[config.mk]
export PLATFORM = sky130hd
export DESIGN_NAME = mem_arbiter
export DESIGN_NICKNAME = d
export VERILOG_FILES = /design/src/rtl/leg_pkg.sv /design/src/rtl/mem_arbiter_rr_pick.sv /design/src/rtl/mem_arbiter.sv
export SDC_FILE = /design/constraint.sdc
export NUM_CORES = 1
export LEC_CHECK = 0
export BUFFER_PORTS_ARGS = -buffer_cell sky130_fd_sc_hd__buf_2
export CORE_AREA = 2 2 111 113
export DETAILED_ROUTE_END_ITERATION = 8
export DIE_AREA = 0 0 113 115
export SYNTH_ARGS = -nofsm -noshare
export SYNTH_HDL_FRONTEND = slang
export SYNTH_SLANG_ARGS = --single-unit
[constraint.sdc]
create_clock -name i_clk -period 1.4 [get_ports i_clk]
set_input_delay 0.07 -clock i_clk [delete_from_list [all_inputs] [get_ports i_clk]]
set_output_delay 0.07 -clock i_clk [all_outputs]
set_load 0.01 [all_outputs]
[src/rtl/leg_pkg.sv]
// ============================================================================
// Module      : leg_pkg
// Description : Shared types and constants for the memory arbiter.
// Revision    : 1.0 - initial release
// ============================================================================
`default_nettype none

package leg_pkg;

  // Arbiter ownership state: nobody holds the bus, or exactly one channel does
  typedef enum logic [0:0] {
    IDLE = 1'b0,
    OWN  = 1'b1
  } arb_state_t;

  // Width of the per-transfer write-width code
  localparam int MEM_WIDTH_W = 3;

endpackage

`default_nettype wire

[src/rtl/mem_arbiter_rr_pick.sv]
// ============================================================================
// Module      : rr_pick
// Description : Round-robin picker. Returns the first requesting channel at
//               or after the pointer, wrapping from NUM_CH-1 back to 0.
// Revision    : 1.0 - initial release
// ============================================================================
`default_nettype none

module rr_pick #(
  parameter int NUM_CH = 2
) (
  input  logic [NUM_CH-1:0]         i_req,
  input  logic [$clog2(NUM_CH)-1:0] i_ptr,
  output logic [NUM_CH-1:0]         o_win,
  output logic                      o_valid
);

  localparam int IDX_W = $clog2(NUM_CH);
  localparam int SUM_W = IDX_W + 1;

  logic [SUM_W-1:0] w_sum;
  logic [IDX_W-1:0] w_pos;

  // Scan channels in priority order starting at the pointer; first hit wins
  always_comb begin
    o_win   = '0;
    o_valid = 1'b0;
    w_sum   = '0;
    w_pos   = '0;
    for (int i = 0; i < NUM_CH; i++) begin
      w_sum = {1'b0, i_ptr} + SUM_W'(i);
      if (w_sum >= SUM_W'(NUM_CH)) begin
        w_sum = w_sum - SUM_W'(NUM_CH);
      end
      w_pos = w_sum[IDX_W-1:0];
      if (!o_valid && i_req[w_pos]) begin
        o_win[w_pos] = 1'b1;
        o_valid      = 1'b1;
      end
    end
  end

endmodule

`default_nettype wire

[src/rtl/mem_arbiter.sv]
// ============================================================================
// Module      : mem_arbiter
// Description : Round-robin arbiter granting one of NUM_CH channels ownership
//               of a single memory port. The owner's handshakes pass through
//               combinationally; ownership lasts until the owner drops its
//               request.
//               Optional feature macro MEM_ARB_WATCHDOG_EN: revokes a grant
//               that goes WDOG_CYCLES owned cycles without a handshake and
//               pulses o_timeout.
// Revision    : 1.0 - initial release
// ============================================================================
`default_nettype none

`ifndef DATA_WIDTH
`define DATA_WIDTH 32
`endif

module mem_arbiter
  import leg_pkg::*;
#(
  parameter int NUM_CH      = 2,
  parameter int ADDR_W      = 32,
  parameter int DATA_W      = `DATA_WIDTH,
  parameter int WDOG_CYCLES = 256
) (
  input  logic                          i_clk,
  input  logic                          i_rst_n,
  // channel side
  input  logic [NUM_CH-1:0]             i_ch_req,
  input  logic [NUM_CH*ADDR_W-1:0]      i_ch_addr,
  input  logic [NUM_CH*DATA_W-1:0]      i_ch_data,
  input  logic [NUM_CH-1:0]             i_ch_wr_valid,
  input  logic [NUM_CH*MEM_WIDTH_W-1:0] i_ch_wr_width,
  output logic [NUM_CH-1:0]             o_ch_wr_ready,
  output logic [DATA_W-1:0]             o_ch_data,
  output logic [NUM_CH-1:0]             o_ch_rd_valid,
  input  logic [NUM_CH-1:0]             i_ch_rd_ready,
  output logic [NUM_CH-1:0]             o_ch_grant,
  // memory side
  output logic [ADDR_W-1:0]             o_addr,
  output logic [DATA_W-1:0]             o_data,
  output logic                          o_wr_valid,
  input  logic                          i_wr_ready,
  output logic [MEM_WIDTH_W-1:0]        o_wr_width,
  input  logic [DATA_W-1:0]             i_data,
  input  logic                          i_rd_valid,
  output logic                          o_rd_ready,
  output logic                          o_timeout
);

  localparam int IDX_W = $clog2(NUM_CH);

  arb_state_t        r_state;
  arb_state_t        w_state_next;
  logic [NUM_CH-1:0] r_grant;
  logic [NUM_CH-1:0] w_grant_next;
  logic [IDX_W-1:0]  r_owner;
  logic [IDX_W-1:0]  w_owner_next;
  logic [IDX_W-1:0]  r_rr_ptr;
  logic [IDX_W-1:0]  w_rr_ptr_next;

  logic [NUM_CH-1:0] w_cand;
  logic [NUM_CH-1:0] w_win;
  logic              w_win_valid;
  logic [IDX_W-1:0]  w_win_idx;
  logic [IDX_W-1:0]  w_win_ptr;
  logic              w_release;
  logic              w_pick;
  logic              w_handshake;
  logic              w_wdog_fire;

  // Candidates: the current owner never competes in the cycle it lets go,
  // so a same-cycle re-request lands at lowest round-robin priority
  always_comb begin
    w_cand = i_ch_req;
    if (r_state == OWN) begin
      w_cand[r_owner] = 1'b0;
    end
  end

  rr_pick #(
    .NUM_CH (NUM_CH)
  ) u_rr_pick (
    .i_req   (w_cand),
    .i_ptr   (r_rr_ptr),
    .o_win   (w_win),
    .o_valid (w_win_valid)
  );

  // Encode the one-hot winner and compute the pointer slot just past it
  always_comb begin
    w_win_idx = '0;
    for (int i = 0; i < NUM_CH; i++) begin
      if (w_win[i]) begin
        w_win_idx = IDX_W'(i);
      end
    end
    if (w_win_idx == IDX_W'(NUM_CH - 1)) begin
      w_win_ptr = '0;
    end else begin
      w_win_ptr = w_win_idx + IDX_W'(1);
    end
  end

  assign w_handshake = (o_wr_valid && i_wr_ready) || (i_rd_valid && o_rd_ready);
  assign w_release   = (r_state == OWN) && (!i_ch_req[r_owner] || w_wdog_fire);
  assign w_pick      = (r_state == IDLE) || w_release;

  // Next-state: arbitrate when idle or when the owner lets go / is revoked
  always_comb begin
    w_state_next  = r_state;
    w_grant_next  = r_grant;
    w_owner_next  = r_owner;
    w_rr_ptr_next = r_rr_ptr;
    if (w_pick) begin
      if (w_win_valid) begin
        w_state_next  = OWN;
        w_grant_next  = w_win;
        w_owner_next  = w_win_idx;
        w_rr_ptr_next = w_win_ptr;
      end else begin
        w_state_next = IDLE;
        w_grant_next = '0;
      end
    end
  end

  // State register
  always_ff @(posedge i_clk or negedge i_rst_n) begin
    if (!i_rst_n) begin
      r_state  <= IDLE;
      r_grant  <= '0;
      r_owner  <= '0;
      r_rr_ptr <= '0;
    end else begin
      r_state  <= w_state_next;
      r_grant  <= w_grant_next;
      r_owner  <= w_owner_next;
      r_rr_ptr <= w_rr_ptr_next;
    end
  end

  assign o_ch_grant = r_grant;

  // Zero-latency steering between the owner and the memory port
  always_comb begin
    o_addr        = '0;
    o_data        = '0;
    o_wr_valid    = 1'b0;
    o_wr_width    = '0;
    o_rd_ready    = 1'b0;
    o_ch_wr_ready = '0;
    o_ch_rd_valid = '0;
    o_ch_data     = i_data;
    if (r_state == OWN) begin
      o_addr                 = i_ch_addr[r_owner*ADDR_W +: ADDR_W];
      o_data                 = i_ch_data[r_owner*DATA_W +: DATA_W];
      o_wr_valid             = i_ch_wr_valid[r_owner];
      o_wr_width             = i_ch_wr_width[r_owner*MEM_WIDTH_W +: MEM_WIDTH_W];
      o_rd_ready             = i_ch_rd_ready[r_owner];
      o_ch_wr_ready[r_owner] = i_wr_ready;
      o_ch_rd_valid[r_owner] = i_rd_valid;
    end
  end

`ifdef MEM_ARB_WATCHDOG_EN
  // Counter holds 0..WDOG_CYCLES-1; it fires on the last stalled owned cycle
  localparam int CNT_W = $clog2(WDOG_CYCLES);

  logic [CNT_W-1:0] r_wdog_cnt;
  logic             r_timeout;

  assign w_wdog_fire = (r_state == OWN) && !w_handshake &&
                       (r_wdog_cnt == CNT_W'(WDOG_CYCLES - 1));

  // Count stalled owned cycles; any handshake or ownership change restarts it
  always_ff @(posedge i_clk or negedge i_rst_n) begin
    if (!i_rst_n) begin
      r_wdog_cnt <= '0;
      r_timeout  <= 1'b0;
    end else begin
      r_timeout <= w_wdog_fire;
      if ((r_state != OWN) || w_handshake || w_pick) begin
        r_wdog_cnt <= '0;
      end else begin
        r_wdog_cnt <= r_wdog_cnt + CNT_W'(1);
      end
    end
  end

  assign o_timeout = r_timeout;
`else
  assign w_wdog_fire = 1'b0;
  assign o_timeout   = 1'b0;
`endif

endmodule

`default_nettype wire

==> out/metrics.yaml <==
die_height_um: 115
multiInputGateArea_um2: 1276
areaGrowthSynthToFinish_pct: 62.95
ctsRootBufferMaster: "clkbuf_16"
grt_overflow_total: 0
drt_pass1_iterations: 6
antenna_cells: 0
post_route_clock_skew_ns: 0.002213
mappedNetlistArea_um2: 1817
all_layer_global_routing_usage_pct: 9.036
violated_checks: "design-rule violations, negative setup slack"
nNetsFinal: 579
post_drt_via_cell_ratio: 3.871
placeableCoreArea_um2: 11810
floorplan.rows: 40
clock_latency_ns: 0.23
tritoncts_clock_tree: "done"
drive_above_1_share_pct: 59.45
startpoint_type: "flop"
grt_setup_unrepaired: "yes"
synthesis.instances: 217
crit_path_max_fanout: 8
worst_path_cell_with_the_longest_stage_delay: "dfrtp_4"
worst_setup_hold_path_clk_slew_ns: 0.03
tritoncts.num_buffers: 3
fin_crit_ns: 1.504
mappedNetlistNets: 393
p_seq_share_pct: 10.3
static_leakage_nw: 1.693
synth-warning-count: 0
cp_data_arrival_time_ns: 1.43
r2r.worst_path.cells: 5
sequential_cell_area_um2: 130.1
cts_max_path_buffers: 2
post-route-drc-count: 20
dpl.hpwl_mm: 5.410
holdCritPathClass: "input port to flop"
timing.final.crit_share_pct: 107.4
grt_antenna_before_repair: 0
first_pass_grt_wire_length_mm: 9.660
status: "finished with violations"
cap_violations: 0
via_count: 2125
initial_utilization_pct: 15.38
post_route_setup_slack_ns: -0.1035
ant_nets: 0
maximum_vdd_drop_mv: 0.6129
synth.ff_latch_count: 5
first_global_vias: 1946
finalWeightedCongestion: 0.7338
top_level_ports: 284
crit_type: "flop to primary output"
dp_worst_setup_slack_ns: 0.1122
slew_viol_final: 0
die_w_um: 113
wirelength_mm: 6.626
timing.critical_path.required_ns: 1.33
worst_hold_path.num_cells: 2
timing.final.hold_violations: 0
worstSetupEndpointType: "primary output"
drt_first_iter_violations: 65
die_area_um2: 13000
internal-power_w: 0.001236
achievable-frequency_mhz: 665.1
synth.distinct_cells: 23
pin_count_of_the_biggest_net_entering_global_routing: 34
fillerInstances: 1314
routed_wire_length_per_instance_um: 12.07
share_clk_of_total_power_pct: 24.4
net_switching_component_of_the_power_w: 0.0007042
numClockSinks: 5
slowest_delay_ns: 0.53
fin_hold_ws_ns: 0.1032
synth_area_per_cell_um2: 8.372
synth_sequential_area_ratio_pct: 6.887
worstPathCellList: "buf_12, buf_16, mux2i_1, nor2b_1, buf_2"
power_density_nw_per_um2: 655.4
switching_share_pct: 36.30
pwr-share-comb_pct: 65.3
htreeDepth: 1
setup_viol: 65
placement.io_buffers: 218
## what timing repair did
| action | in CTS | in global routing |
|---|---|---|
| gates cloned | 2 | 0 |
| setup buffers | 1 | 1 |
| hold buffers | 1 | 0 |
| endpoints found under the setup margin | 64 | 73 |
| hold endpoints to repair | 5 | 0 |
| gates resized for setup | 3 | 3 |
## sequential cells by signal (all words and copies together) (netlist names)
name        cells
o_ch_grant      2
r_owner         1
r_state         1
r_rr_ptr        1
## per-layer routing
metal | GRT usage, % | part of all wire, % | wire (um)
met1 | 11.17 | 37 | 2478
met5 | 0 | 0 | 0
met4 | 1.545 | 0.27 | 18
met2 | 15.85 | 50 | 3323
met3 | 2.636 | 12 | 805
## power by group through the flow
| stage | clock network, W | registers [W] | logic (W) |
|---|---|---|---|
| floorplan | 0 | 0.000187 | 0.000840 |
| global placement | 0 | 0.000195 | 0.00119 |
| detailed placement | 0 | 0.000196 | 0.00120 |
| CTS | 0.000490 | 0.000199 | 0.00128 |
| global route | 0.000500 | 0.000205 | 0.00139 |
| finish | 0.000474 | 0.000200 | 0.00127 |
## Yosys cell counts
cell type,count,area (um^2)
mux2i_1,69,690.7
nor2b_1,69,431.7
buf_4,37,277.8
clkbuf_1,7,26.28
buf_12,5,100.1
dfrtp_1,5,125.1
a21oi_1,4,20.02
and3_1,3,18.77
and2_1,2,12.51
nand3_1,2,10.01
o211ai_1,2,15.01
and2b_1,1,7.510
buf_6,1,11.26
conb_1,1,3.750
inv_1,1,3.750
nand2b_1,1,6.260
nand3_2,1,10.01
nand4_1,1,6.260
o21ai_2,1,8.760
o21bai_1,1,7.510
o31a_1,1,8.760
or2_2,1,6.260
or3b_1,1,8.760
## cell families after synthesis
family / synth area share [%]
multiplexers: 38.02
other: 0.2064
AO/OA/AOI/OAI: 3.306
buffers and inverters: 23.07
flip-flops: 6.887
AND/OR/NAND/NOR: 28.51
## metrics by stage
step                power (W)  util, %  area, um^2  std cells  TNS, ns
global route         0.002093    25.06        2960        549   -8.399
global placement     0.001388    23.42        2766        540        0
finish               0.001940    25.06        2960        549   -3.795
floorplan            0.001026        -        1817        217        0
CTS                  0.001964    24.87        2938        548   -4.331
detailed placement   0.001393    23.42        2766        540        0
## layout make-up
type	count	share of cell area, %
Timing Repair Buffer	231	43.49
Multi-Input combinational cell	161	43.11
Tap cell	147	6.213
Sequential cell	5	4.396
Clock buffer	4	2.663
Inverter	1	0.1268
## placed cells by master (no fill, tap or decap), types with 2 or more instances in the layout
cell type  synthesis  layout
and2_1             2       2
nand3_1            2       2
a21oi_1            4       4
and3_1             3       3
buf_2              0     218
o211ai_1           2       2
clkbuf_16          0       3
mux2i_1           69      68
dfrtp_1            5       3
buf_4             37       6
nor2b_1           69      69
buf_16             0       4
## critical path: cells and delay by family (launching register included)
family,cells,cell delay (ns)
muxes,1,0.11
DFF,1,0.53
buffers and inverters,3,0.44
and+or+nand+nor,1,0.11
## worst paths after layout
path | startpoint | end | slack, ns
worst max-delay path | r_owner$_DFFE_PN0P_ | o_data[14] | -0.10
worst min-delay path | i_ch_req[0] | r_owner$_DFFE_PN0P_ | 0.10
worst max register to register | r_owner$_DFFE_PN0P_ | o_ch_grant[0]$_DFFE_PN0P_ | 0.14
worst min register to register | o_ch_grant[0]$_DFFE_PN0P_ | o_ch_grant[0]$_DFFE_PN0P_ | 0.56
max in group asynchronous | i_rst_n | r_owner$_DFFE_PN0P_ | 1.06
min in group asynchronous | i_rst_n | r_state$_DFFE_PN0P_ | 0.19
No activity file was read; power rests on OpenSTA's default activity.
